File: src/rtl/pdm_mic_frontend_if.sv
// PCM sample stream between the microphone front end and its consumer.
//   sample        signed PCM sample (producer -> consumer)
//   sample_valid  sample holds an untransferred result (producer -> consumer)
//   sample_ready  consumer accepts this cycle (consumer -> producer)
//   overrun       sticky lost-sample flag (producer -> consumer)
interface pdm_mic_frontend_if #(
    parameter int OUT_W = 8
);
    logic signed [OUT_W-1:0] sample;
    logic                    sample_valid;
    logic                    sample_ready;
    logic                    overrun;

    modport master (output sample, output sample_valid, output overrun, input sample_ready);
    modport slave  (input sample, input sample_valid, input overrun, output sample_ready);
endinterface

File: src/rtl/pdm_mic_frontend.sv
// PDM microphone front end: generates pdm_clk, samples the 1-bit stream at
// the end of each high phase, decimates through a 2nd-order CIC and presents
// saturated signed PCM samples on a valid/ready stream with a sticky overrun.
//   clk, rst   system clock, synchronous active-high reset
//   en         run enable; low holds the capture path cleared
//   pdm_data   microphone data bit
//   pdm_clk    microphone clock
//   pcm        sample / sample_valid / sample_ready / overrun stream
module pdm_mic_frontend #(
    parameter int CLK_DIV = 4,
    parameter int DECIM   = 32,
    parameter int OUT_W   = 8
) (
    input  logic                clk,
    input  logic                rst,
    input  logic                en,
    input  logic                pdm_data,
    output logic                pdm_clk,
    pdm_mic_frontend_if.master  pcm
);
    localparam int LD    = $clog2(DECIM);
    localparam int W     = 2*LD + 2;
    localparam int SH    = 2*LD - (OUT_W-1);
    localparam int DIV_W = (CLK_DIV > 1) ? $clog2(CLK_DIV) : 1;
    localparam logic signed [W-1:0] PMAX = W'(2**(OUT_W-1) - 1);
    localparam logic signed [W-1:0] PMIN = -PMAX - W'(1);

    logic [DIV_W-1:0]    div_cnt;
    logic [LD-1:0]       bit_cnt;
    logic signed [W-1:0] i1, i2, i2_d, c1_d;
    logic                decim_tick;

    logic                div_last, strobe, load;
    logic signed [W-1:0] xs, i1_n, c1, c2, sh;
    logic [OUT_W-1:0]    r;

    assign div_last = (div_cnt == DIV_W'(CLK_DIV-1));
    // Bit strobe: last cycle of the pdm_clk high phase.
    assign strobe   = div_last && pdm_clk;
    assign xs       = pdm_data ? W'(1) : {W{1'b1}};
    assign i1_n     = i1 + xs;
    // Comb runs on the cycle decim_tick is high; i2 already holds the last bit.
    assign c1       = i2 - i2_d;
    assign c2       = c1 - c1_d;
    assign load     = en && decim_tick;

    always_comb begin
        sh = c2 >>> SH;
        if (sh > PMAX)      r = PMAX[OUT_W-1:0];
        else if (sh < PMIN) r = PMIN[OUT_W-1:0];
        else                r = sh[OUT_W-1:0];
    end

    // Capture path: en low behaves like reset so en rising restarts timing.
    always_ff @(posedge clk) begin
        if (rst || !en) begin
            div_cnt    <= '0;
            pdm_clk    <= 1'b0;
            bit_cnt    <= '0;
            i1         <= '0;
            i2         <= '0;
            i2_d       <= '0;
            c1_d       <= '0;
            decim_tick <= 1'b0;
        end else begin
            if (div_last) begin
                div_cnt <= '0;
                pdm_clk <= ~pdm_clk;
            end else begin
                div_cnt <= div_cnt + DIV_W'(1);
            end
            if (strobe) begin
                i1      <= i1_n;
                i2      <= i2 + i1_n;   // second stage accumulates the updated i1
                bit_cnt <= bit_cnt + LD'(1);
            end
            decim_tick <= strobe && (bit_cnt == {LD{1'b1}});
            if (decim_tick) begin
                i2_d <= i2;
                c1_d <= c1;
            end
        end
    end

    // Output stage keeps running with en low so a pending sample can drain.
    always_ff @(posedge clk) begin
        if (rst) begin
            pcm.sample       <= '0;
            pcm.sample_valid <= 1'b0;
            pcm.overrun      <= 1'b0;
        end else if (load) begin
            pcm.sample       <= r;
            pcm.sample_valid <= 1'b1;
            if (pcm.sample_valid && !pcm.sample_ready) pcm.overrun <= 1'b1;
        end else if (pcm.sample_valid && pcm.sample_ready) begin
            pcm.sample_valid <= 1'b0;
        end
    end
endmodule

File: src/flat_wrapper.sv
// flat-port wrapper written by rule: the top's interface ports become plain ports
module pdm_mic_frontend_flat 
#(
    parameter int CLK_DIV = 4,
    parameter int DECIM   = 32,
    parameter int OUT_W   = 8
)
  (clk, rst, en, pdm_data, pdm_clk, pcm_sample, pcm_sample_valid, pcm_overrun, pcm_sample_ready);
  pdm_mic_frontend_if #(.OUT_W(OUT_W)) pcm_i ();
  input  logic clk;
  input  logic rst;
  input  logic en;
  input  logic pdm_data;
  output logic pdm_clk;
  output wire logic [$bits(pcm_i.sample)-1:0] pcm_sample;
  output wire logic [$bits(pcm_i.sample_valid)-1:0] pcm_sample_valid;
  output wire logic [$bits(pcm_i.overrun)-1:0] pcm_overrun;
  input wire logic [$bits(pcm_i.sample_ready)-1:0] pcm_sample_ready;
  assign pcm_sample = pcm_i.sample;
  assign pcm_sample_valid = pcm_i.sample_valid;
  assign pcm_overrun = pcm_i.overrun;
  assign pcm_i.sample_ready = pcm_sample_ready;
  pdm_mic_frontend #(.CLK_DIV(CLK_DIV), .DECIM(DECIM), .OUT_W(OUT_W)) u_core (.clk(clk), .rst(rst), .en(en), .pdm_data(pdm_data), .pdm_clk(pdm_clk), .pcm(pcm_i));
endmodule
File: config.mk
export PLATFORM = sky130hd
export DESIGN_NAME = pdm_mic_frontend_flat
export DESIGN_NICKNAME = d
export VERILOG_FILES = /design/src/rtl/pdm_mic_frontend_if.sv /design/src/rtl/pdm_mic_frontend.sv /design/src/flat_wrapper.sv
export SDC_FILE = /design/constraint.sdc
export NUM_CORES = 1
export LEC_CHECK = 0
export CAP_MARGIN = 5
export CORE_MARGIN = 1.5
export CORE_UTILIZATION = 30
export CTS_CLUSTER_DIAMETER = 80
export DETAILED_ROUTE_END_ITERATION = 7
export SLEW_MARGIN = 15
export SYNTH_ARGS = -nofsm -noshare
export SYNTH_HDL_FRONTEND = slang
export SYNTH_SLANG_ARGS = --single-unit
File: constraint.sdc
create_clock -name clk -period 3.9 [get_ports clk]
set_input_delay 0.78 -clock clk [delete_from_list [all_inputs] [get_ports clk]]
set_output_delay 0.78 -clock clk [all_outputs]
set_load 0.01 [all_outputs]
Word level (Yosys, flattened, before mapping)
Index checks and enable logic that the tools add are counted.
{"block": "totals", "regBits": 67, "input_bits": 5, "output_inout_bits": 11, "wordCells": 38}
{"block": "op_classes", "n_addsub": 6, "magnitude_cmp": 2, "eq_ne": 2, "n_mux": 5, "n_bitwise": 1, "reduce_logical": 11}
{"cell": "12-bit adder", "count": 2}
{"cell": "12-bit subtractor", "count": 2}
{"cell": "8-bit two-way mux", "count": 2}
{"cell": "12-bit two-way mux", "count": 1}
{"cell": "9-bit by 8-bit greater-than comparator with 1-bit output (second input constant)", "count": 1}
{"cell": "9-bit by 8-bit less-than comparator with 1-bit output (second input constant)", "count": 1}
{"cell": "5-bit by 1-bit adder with 5-bit output (second input constant)", "count": 1}
{"cell": "5-bit == test (second input constant)", "count": 1}
{"cell": "1-bit logical AND", "count": 5}
{"cell": "2-bit by 1-bit adder with 2-bit output (second input constant)", "count": 1}
{"cell": "2-bit == test (second input constant)", "count": 1}
{"cell": "1-bit logical NOT", "count": 2}
{"cell": "1-bit two-way mux", "count": 2}
{"cell": "2-bit AND reduction", "count": 1}
{"cell": "2-bit nonzero test", "count": 1}
{"cell": "2-bit OR reduction", "count": 1}
{"cell": "1-bit logical OR", "count": 1}
{"cell": "1-bit NOT", "count": 1}

Logic depth before layout (Yosys ltp)
{"block": "logic_depth", "ltp_word": 5, "depth_mapped": 20, "depth_no_buf": 20}

Worst setup path after synthesis
OpenSTA, ideal clock, no wires.
{"block": "synth_timing", "kind": "in2reg", "start": "in pdm_data", "end": "reg u_core.i2[11]", "setup_ns": 0.070, "arrival_time_ns": 3.960, "required_ns": 3.830, "slack_ns": -0.131, "stages": 18, "n_path_buf": 0, "cell_sequence": "inv_1 ha_1 nor2b_1 o21ai_0 a21boi_0 o21ai_0 a21boi_0 o21ai_0 nor3b_1 nor2_1 ha_1 and3_1 nand3_1 a31oi_1 xnor2_1 xnor2_1 or3_1 a21oi_1"}
{"block": "synth_between", "elab_chain_cells": 3}
{"item": "start: declaration", "line_no": "flat_wrapper.sv:13", "text": "input logic pdm_data;"}
{"item": "12-bit two-way mux", "line_no": "pdm_mic_frontend.sv:40", "text": "assign xs = pdm_data ? W'(1) : {W{1'b1}};"}
{"item": "12-bit adder", "line_no": "pdm_mic_frontend.sv:41", "text": "assign i1_n = i1 + xs;"}
{"item": "net u_core.i1_n[8]", "line_no": "pdm_mic_frontend.sv:34", "text": "logic signed [W-1:0] xs, i1_n, c1, c2, sh;"}
{"item": "12-bit adder", "line_no": "pdm_mic_frontend.sv:74", "text": "i2 <= i2 + i1_n;"}
{"item": "end signal: assignment", "line_no": "pdm_mic_frontend.sv:74"}
{"item": "end: declaration", "line_no": "pdm_mic_frontend.sv:30", "text": "logic signed [W-1:0] i1, i2, i2_d, c1_d;"}
The timed path passes the listed nets, and every way through them passes these cells.
A chain may end at the register's enable or synchronous reset.

Worst setup path after layout
Same ends and word-level chain as after synthesis.

==> results.md <==
- Post-Synth Adder-Cell Area: ~15%
- Setup crit start: pdm_data
- Async set-reset flop share out of synthesis: 0%
- Post-synth EDFFs: 0
- Clk buf depth: 2
- Critical path peak fanout: 8
- Reg clk slew, reported paths: around 0.050 ns
- Worst Setup EP: u_core.i2[11]
- Largest family of logic cells by synthesized area: simple AND/OR/NAND/NOR gates
- Mapped cell area: 4290 um^2
- Clock root buffer: clkbuf_16
- Largest net degree at the start of global routing: 39
- Crit end category: flip-flop
- H-tree Lvls: 3
- Total gr overflow: 0
- Post-synthesis simple-gate area fraction: between 10% and 20%
- Worst skew pair latency: between 0.3 and 0.4 ns
- Pre-antenna DRT Iters: 4
- Primary FF master, synth: dfxtp_1
- Final period util: between 90 and 100%
- # port buffers: 15
- Post-cts hold buffer count: 0
- Vias/cell: around 4.7
- Yosys cell types: a little under 50
- CTS tree: done
- Reg-to-reg startpoint: u_core.i2[0]
- Filler cells: about 1400
- Count of final setup violators: 0
- Net Count, Synth: 574
- TritonCTS Buffers: 9
- Mapped Cells: between 500 and 600
- Crit path time final: around 3.7 ns
- Hold_sp: u_core.div_cnt[0]
- Slew @ Worst Pin: approximately 1.1 ns
- Fmax: about 270 MHz
- Wire length per cell: ~12 um
- Syn. warnings: 0
- FP Rows: 43
- Fraction of layout cells with a size suffix above 1: between 10% and 20%
- First-pass GRT wire length: ~16000 um
- Placed insts: around 750
- Clock Sinks: 67
- Pwr per Cell Area: between 200 and 300 nW/um^2
- Maximum VDD drop: 173 uV
- Avg Cell Area, Syn: 8.23 um^2
- Max capacitance violation total: 0
- Register area share after synthesis: a little under a third
- Die ar.: 15000 um^2
- Mux cell area share after synthesis: under 10%
- Initial antenna violation count: 0
- Die Span Y: 123 um
- Io pins: 16
- Placer Congestion: around 0.86
- Synth Area in XOR/XNOR: 8.75%
- Compound-Gate Fraction of Synth Area: 16.2%
- Critical Path Start Type: primary input
- Die width: 123 um
- Post-Route WL: ~9100 um
- Core area: roughly 14000 um^2
- Starting Density: a little under a third
- DR vias: around 3600
- Post-route ant nets: 0
- Hold Crit Class: reg -> reg
- Setup slack after layout: a little under 0.2 ns
- Worst path arrival time: 3.96 ns
- Clock Skew: a little under 0.007 ns
- Slew Limit Headroom: 29.3%
- Pre-CTS setup slack: -0.862 ns
- Worst r2r dst: u_core.pcm.sample[3]
- Area growth syn-to-layout: 27.6%
- Status: complete, no violations
- GR Util All Layers: 12.9%
- Leakage: 2.13 nW
- Reg2reg setup slack: between 0.2 and 0.3 ns
- #FFs+latches synth: 67
- Non-Filler Instances: between 700 and 800
- Final hold vios: 0
- Depth of the most critical reg-to-reg path: 19
- Crit Path Category: in -> reg
- DP Wirelength: between 6000 and 7000 um
- Layout Nets: 635
- Drc violations: 0
- Worst EP required: between 4 and 5 ns
- # diodes: 0
- DRT iter0 DRCs: just under 200
- Slew Limit Fails: 0
- Vias in the first global route: about 3600
## metrics by stage
stage	power (mW)	cell area, um^2	hold WS, ns	TNS [ns]	utilization [%]
global route	1.70	5470	0.455	-0.0257	39.3
global placement	0.772	4970	0.413	-1.50	35.6
CTS	1.65	5290	0.430	0	38.0
floorplan	0.745	4310	0.404	0	-
finish	1.63	5470	0.428	0	39.3
detailed placement	0.775	4970	0.423	-2.15	35.6
## registers in the layout (all words and copies together), names as in the netlist
| signal | cells |
|---|---|
| u_core.i1 | 12 |
| u_core.pcm.sample_valid | 1 |
| u_core.i2_d | 12 |
| u_core.div_cnt | 2 |
| u_core.pcm.overrun | 1 |
| u_core.c1_d | 12 |
| u_core.decim_tick | 1 |
| u_core.pcm.sample | 8 |
| u_core.bit_cnt | 5 |
| u_core.i2 | 12 |
| u_core.pdm_clk | 1 |
## what timing repair did
| item | in CTS | in global routing |
|---|---|---|
| buffers inserted | 0 | 6 |
| setup endpoints to repair | 7 | 9 |
| pin swaps | 6 | 18 |
| resized for setup | 10 | 32 |
## worst min-delay path by stage
stage / cells past startpoint / slack [ns] / end
2_1_floorplan: 1 / 0.40 / u_core.div_cnt[0]
3_3_place_gp: 1 / 0.41 / u_core.div_cnt[0]
3_5_place_dp: 1 / 0.42 / u_core.div_cnt[0]
4_1_cts: 1 / 0.43 / u_core.div_cnt[0]
5_1_grt: 1 / 0.45 / u_core.div_cnt[0]
6_report: 1 / 0.43 / u_core.div_cnt[0]
## metal layers
metal / track usage [%] / wire, um
met3: 3.53 / 253
met2: 22.6 / 4510
met4: 5.01 / 142
met5: 0 / 0
met1: 15.0 / 4140
## Yosys cell counts (all sizes together) (2+ instances only)
library cell | count | share of area [%]
and3 | 7 | 1.0
a21oi | 44 | 5.1
o21bai | 6 | 1.1
nor3 | 14 | 1.8
xnor2 | 28 | 6.2
clkbuf | 14 | 1.2
dfxtp | 67 | 31
mux2i | 23 | 5.4
inv | 38 | 3.3
nand2b | 3 | 0.44
a32o | 2 | 0.47
o31ai | 2 | 0.35
o21ai | 23 | 2.7
nor3b | 3 | 0.53
nand3 | 8 | 1.1
nor2b | 4 | 0.58
ha | 45 | 13
a211oi | 5 | 0.88
and2 | 7 | 1.0
a21boi | 3 | 0.53
or2 | 2 | 0.29
a31oi | 7 | 1.0
o21a | 3 | 0.53
a21o | 9 | 1.6
fa | 3 | 1.4
buf | 2 | 0.18
nand2 | 62 | 5.4
nand3b | 3 | 0.53
nand4 | 2 | 0.29
or3 | 3 | 0.44
nor2 | 57 | 5.0
xor2 | 10 | 2.0
## where the power goes
group          switching, mW  total [mW]  leakage (nW)  internal, mW
clock network          0.311       0.868         0.156         0.558
registers           0.000454       0.686         0.540         0.686
logic                 0.0425      0.0789          1.44        0.0364
total                  0.354        1.63          2.13          1.28
## placed cells by master (no fill, tap or decap), drive strengths merged, types with 4 or more instances in the layout
| master | n |
|---|---|
| dfxtp | 67 |
| mux2i | 23 |
| inv | 38 |
| nand3 | 8 |
| a31oi | 7 |
| and2 | 7 |
| buf | 52 |
| xor2 | 10 |
| xnor2 | 28 |
| nor2b | 4 |
| clkbuf | 9 |
| nand2 | 62 |
| a211oi | 5 |
| a21o | 9 |
| ha | 45 |
| nor3 | 14 |
| and3 | 7 |
| a21oi | 44 |
| clkdlybuf4s50 | 14 |
| nor2 | 57 |
| o21ai | 23 |
| o21bai | 6 |
## kinds of logic after synthesis
family | count (synthesis)
adders and majority gates | 48
AOI/OAI and AO/OA | 111
xor gates and xnor gates | 39
DFF | 67
and+or+nand+nor | 179
muxes | 23
buffers and inverters | 54
## critical path, cell delays in order
cell and delay (ns):
buf_4 0.11, clkinvlp_4 0.13, buf_6 0.17, ha_1 0.30, a21boi_2 0.17, o21ai_2 0.18, a21boi_2 0.09, o21ai_2 0.20
nor3b_4 0.23, nor2_1 0.07, ha_1 0.31, and3_4 0.20, nand3_4 0.09, a31oi_4 0.19, xnor2_2 0.13, xnor2_1 0.10
or3_1 0.39, a21oi_2 0.11
## final cells by class
cell class              instances  area, um^2  share of cell area, %
multi-input cells             400        2910                   53.1
repair buffers                 66         534                   9.76
clock buffers                   9         225                   4.12
clock inverters                 7        91.3                   1.67
well taps                     180         225                   4.12
flip-flops and latches         67        1340                   24.5
inverters                      38         146                   2.68
(Power assumes the default switching activity.)
